## config.mk

```make
export PLATFORM = sky130hd
export DESIGN_NAME = hvac_sequencer
export DESIGN_NICKNAME = d
export VERILOG_FILES = /design/src/rtl/hvac_sequencer.sv
export SDC_FILE = /design/constraint.sdc
export NUM_CORES = 1
export LEC_CHECK = 0
export CAP_MARGIN = 30
export CELL_PAD_IN_SITES_DETAIL_PLACEMENT = 2
export CELL_PAD_IN_SITES_GLOBAL_PLACEMENT = 2
export CORE_MARGIN = 2
export CORE_UTILIZATION = 39
export DETAILED_ROUTE_END_ITERATION = 10
export DONT_BUFFER_PORTS = 1
export PLACE_DENSITY = 0.78
export SETUP_SLACK_MARGIN = 0.3
export SLEW_MARGIN = 20
export SYNTH_ARGS = -nofsm -noshare
export SYNTH_HDL_FRONTEND = slang
export SYNTH_SLANG_ARGS = --single-unit
```

## constraint.sdc

```tcl
create_clock -name clk -period 2.75 [get_ports clk]
set_input_delay 0.275 -clock clk [delete_from_list [all_inputs] [get_ports clk]]
set_output_delay 0.275 -clock clk [all_outputs]
set_load 0.03 [all_outputs]
```

## src/rtl/hvac_sequencer.sv

```systemverilog
// Thermostat run controller: hysteresis-based HEAT/COOL demand with a minimum
// run time and a post-run compressor lockout, advancing only on tick strobes.
module hvac_sequencer #(
  parameter int unsigned HYST    = 2,
  parameter int unsigned MIN_RUN = 8,
  parameter int unsigned MIN_OFF = 4
) (
  input  logic       clk,
  input  logic       reset_n,
  input  logic       tick,
  input  logic       temp_set,
  input  logic [6:0] desired_temp,
  input  logic [6:0] temp_in,
  output logic       heat_on,
  output logic       cool_on,
  output logic [2:0] rgb_out,
  output logic [1:0] state_out
);

  typedef enum logic [1:0] {
    IDLE    = 2'b00,
    HEAT    = 2'b01,
    COOL    = 2'b10,
    LOCKOUT = 2'b11
  } state_e;

  localparam logic [7:0] HYST_W   = 8'(HYST);
  localparam logic [7:0] RUN_LOAD = 8'(MIN_RUN - 1);
  localparam logic [7:0] OFF_LOAD = 8'(MIN_OFF - 1);

  logic       tempSet_q;
  logic [6:0] desired_q;
  logic [6:0] tempIn_q;
  state_e     state_q, state_d;
  logic [7:0] cnt_q, cnt_d;
  logic       heatOn_q, coolOn_q;
  logic [2:0] rgb_q;

  logic [7:0] tempWide;
  logic [7:0] desiredWide;
  logic       needHeat;
  logic       needCool;
  logic       heatSatisfied;
  logic       coolSatisfied;

  function automatic logic [2:0] rgbFor(input state_e s);
    logic [2:0] code;
    case (s)
      HEAT:    code = 3'b100;
      COOL:    code = 3'b001;
      LOCKOUT: code = 3'b110;
      default: code = 3'b010;
    endcase
    return code;
  endfunction

  // Operands are widened to 8 bits so adding the band never wraps.
  assign tempWide      = {1'b0, tempIn_q};
  assign desiredWide   = {1'b0, desired_q};
  assign needHeat      = tempSet_q && ((tempWide + HYST_W) < desiredWide);
  assign needCool      = tempSet_q && (tempWide > (desiredWide + HYST_W));
  assign heatSatisfied = !tempSet_q || (tempIn_q >= desired_q);
  assign coolSatisfied = !tempSet_q || (tempIn_q <= desired_q);

  always_comb begin
    state_d = state_q;
    cnt_d   = cnt_q;
    if (tick) begin
      case (state_q)
        IDLE: begin
          if (needHeat) begin
            state_d = HEAT;
            cnt_d   = RUN_LOAD;
          end else if (needCool) begin
            state_d = COOL;
            cnt_d   = RUN_LOAD;
          end
        end
        HEAT: begin
          if (cnt_q == 8'd0 && heatSatisfied) begin
            state_d = LOCKOUT;
            cnt_d   = OFF_LOAD;
          end else if (cnt_q != 8'd0) begin
            cnt_d = cnt_q - 8'd1;
          end
        end
        COOL: begin
          if (cnt_q == 8'd0 && coolSatisfied) begin
            state_d = LOCKOUT;
            cnt_d   = OFF_LOAD;
          end else if (cnt_q != 8'd0) begin
            cnt_d = cnt_q - 8'd1;
          end
        end
        LOCKOUT: begin
          if (cnt_q == 8'd0) begin
            state_d = IDLE;
          end else begin
            cnt_d = cnt_q - 8'd1;
          end
        end
        default: begin
          state_d = IDLE;
          cnt_d   = 8'd0;
        end
      endcase
    end
  end

  // Outputs are registered from the next state so they change with the state register.
  always_ff @(posedge clk or negedge reset_n) begin
    if (!reset_n) begin
      tempSet_q <= 1'b0;
      desired_q <= 7'd0;
      tempIn_q  <= 7'd0;
      state_q   <= IDLE;
      cnt_q     <= 8'd0;
      heatOn_q  <= 1'b0;
      coolOn_q  <= 1'b0;
      rgb_q     <= 3'b010;
    end else begin
      tempSet_q <= temp_set;
      desired_q <= desired_temp;
      tempIn_q  <= temp_in;
      state_q   <= state_d;
      cnt_q     <= cnt_d;
      heatOn_q  <= (state_d == HEAT);
      coolOn_q  <= (state_d == COOL);
      rgb_q     <= rgbFor(state_d);
    end
  end

  assign heat_on   = heatOn_q;
  assign cool_on   = coolOn_q;
  assign rgb_out   = rgb_q;
  assign state_out = state_q;

endmodule

```

==> impl_metrics.json <==
{
  "globalplace.congestion": 0.889,
  "ys_types": 47,
  "ioPinCount": 25,
  "antenna_left": 0,
  "ys_seq_elements": 28,
  "yosys_warnings": 0,
  "fmax_ghz": 0.378,
  "post-place-ws_ns": -0.0904,
  "min_to": "desired_q[3]",
  "drc": 0,
  "syn_nets": 231,
  "clkLatencyLatePin_ns": 0.28,
  "multi_input_area_um2": 1160,
  "r2r-end": "rgb_out[1]",
  "hold_depth": 0,
  "routed_wl_um": 6300,
  "grt_max_degree": 29,
  "ir_drop_mv": 0.309,
  "vias_per_cell": 6.02,
  "antenna_found_initial": 0,
  "portBuffers": 0,
  "power_density_nw_per_um2": 494,
  "die_h_um": 72.3,
  "start_util": 0.412,
  "switching_share": 0.355,
  "clkSinkCount": 28,
  "n_antenna_cell": 0,
  "min_period_ns": 2.64,
  "wl_per_cell_um": 23.7,
  "numCtsBuffers": 3,
  "tightest_slew_ns": 0.604,
  "grt_overflow": 0,
  "finalClockSkew_ns": 0.00600,
  "yosysSeqAreaShare": 0.386,
  "drt-initial-drc-count": 39,
  "synthCells": 189,
  "layout-drive-gt1-share": 0.220,
  "seq_power_share": 0.474,
  "drv_cap": 0,
  "crit_type": "flip-flop to flip-flop",
  "r2r_start": "tempIn_q[3]",
  "core_region_area_um2": 4410,
  "cp-end-kind": "flip-flop",
  "worst_r2r_path_depth": 11,
  "seq_area_um2": 707,
  "clockBufferDepth": 2,
  "maxSlewHeadroom": 0.598,
  "p_clk_frac": 0.211,
  "combPwrFrac": 0.315,
  "rsz0062_at_grt": "yes",
  "cp_data_required_time_ns": 2.96,
  "die_area_um2": 5220,
  "outcome": "finished clean",
  "path_clk_slew_ns": 0.10,
  "hold_start": "desired_temp[3]",
  "die_w_um": 72.3,
  "worstPathArrival_ns": 2.86,
  "utilization": 0.518,
  "syn_avg_cell_area_um2": 9.62,
  "syn_area_um2": 1820,
  "area_growth_pct": 25.7,
  "nFillCells": 453,
  "layout_commonest_cell": "dfrtp_1",
  "synth-edff-count": 0,
  "p_int_w": 0.000729,
  "hold_violations": 0,
  "rrSetupSlack_ns": 0.11,
  "grt_pass1_wl_um": 9000,
  "hp-class": "input pin to flip-flop",
  "firstDrtPassIters": 4,
  "first_global_vias": 1717,
  "cts_root_buf": "clkbuf_8",
  "grt.total_usage": 0.227,
  "slew_violations": 0,
  "vias": 1601,
  "power_switching_w": 0.000401,
  "cp_max_fo": 6,
  "fin_ws_ns": 0.105,
  "p_leak_nw": 1.01,
  "setup_violations": 0,
  "power_w": 0.00113,
  "critPathLaunchType": "flip-flop",
  "async_reset_ff_frac": 1.00,
  "htreeDepth": 1,
  "dpl.hpwl_um": 4060,
  "cts_tree": "done",
  "nets": 257,
  "num_rows": 24,
  "most-common-layout-cells": "23 x dfrtp_1, 21 x ha_1, 16 x inv_1, 16 x buf_4",
  "ys.flop_type": "dfrtp_1",
  "fin_crit_sh": 0.962
}
==> power by group through the flow <==
stage | Clock (W) | Combinational, W | Sequential (W)
floorplan | 0 | 0.000211 | 0.000516
global placement | 0 | 0.000249 | 0.000532
detailed placement | 0 | 0.000275 | 0.000537
CTS | 0.000242 | 0.000311 | 0.000531
global route | 0.000263 | 0.000398 | 0.000543
finish | 0.000238 | 0.000356 | 0.000536
==> metal layers <==
layer	vias to the layer above	track usage	share of wire
li1	738	-	-
met1	838	0.262	0.39
met2	19	0.446	0.58
met3	6	0.0278	0.020
met4	0	0.0398	0.0071
met5	-	0	0
==> per-stage QoR <==
stage / hold slack, ns / setup TNS [ns] / area [um^2] / std cells
6_report: 0.0141 / 0 / 2290 / 266
5_1_grt: 0.00119 / -0.140 / 2290 / 266
4_1_cts: 0.00553 / 0 / 2090 / 251
3_5_place_dp: -0.0200 / -0.145 / 1890 / 239
3_3_place_gp: -0.0200 / 0 / 1890 / 239
2_1_floorplan: -0.0206 / 0 / 1820 / 189
==> final cells by class <==
| type | instances | area share |
|---|---|---|
| flip-flops and latches | 28 | 0.309 |
| multi-input cells | 138 | 0.507 |
| clock buffers | 4 | 0.0197 |
| well taps | 52 | 0.0285 |
| repair buffers | 28 | 0.109 |
| inverters | 16 | 0.0263 |
==> kinds of logic after synthesis <==
family                   synth area share
AO/OA/AOI/OAI                       0.174
XOR/XNOR                           0.0385
adder cells (fa/ha/maj)             0.171
buffers and inverters              0.0530
flip-flops                          0.386
multiplexers                       0.0117
AND/OR/NAND/NOR                     0.166
==> sequential cells by signal, summed over array words and instances, names as in the netlist <==
| register | cells |
|---|---|
| tempIn_q | 7 |
| rgb_out | 2 |
| cnt_q | 8 |
| state_out | 1 |
| tempSet_q | 1 |
| heat_on | 1 |
| desired_q | 7 |
| cool_on | 1 |
==> cell usage after synthesis, types with 2 or more instances <==
library cell   n  area [um^2]
a211oi_1       2         15.0
a21oi_1       12         60.1
a31oi_1        4         25.0
and3_1         2         12.5
buf_4          2         15.0
clkbuf_1       3         11.3
dfrtp_1       27          676
ha_1          24          300
inv_1         16         60.1
nand2_1        8         30.0
nand2b_1       2         12.5
nand3_1       10         50.1
nand3b_1       3         22.5
nand4_1        3         18.8
nor2_1        11         41.3
nor3_1         7         35.0
o21a_1         4         30.0
o21ai_0        7         35.0
o21ai_1        2         10.0
o221ai_1       2         17.5
o22ai_1        2         12.5
o31ai_1        3         22.5
or3_1          3         18.8
xnor2_1        7         61.3
==> what timing repair did <==
action                                  in CTS  in global routing
hold buffers                                 2                 10
buffers inserted                             6                  5
endpoints found under the setup margin      11                 12
pin swaps                                    0                  4
hold endpoints to repair                    28                 10
resized for setup                           17                 12
==> worst max path at each step <==
stage,end,slack [ns],cells after the start,from
finish,rgb_out[1],0.11,11,tempIn_q[3]
global route,cnt_q[1],-0.07,11,tempIn_q[2]
CTS,rgb_out[1],0.18,11,desired_q[1]
detailed placement,rgb_out[1],-0.09,12,tempIn_q[2]
global placement,rgb_out[1],0.03,12,tempIn_q[2]
floorplan,rgb_out[1],0.32,10,desired_q[1]
==> worst max-delay path: stages, from the launching register on <==
cell and delay, ns:
dfrtp_2 0.47, and3_1 0.23, nand3_1 0.13, xnor2_1 0.16, ha_1 0.28, o21ai_0 0.10, a21oi_1 0.27, nor2_2 0.09
o41ai_4 0.33, buf_4 0.17, o21a_1 0.12, ha_1 0.23
No activity file was read; power rests on OpenSTA's default activity.
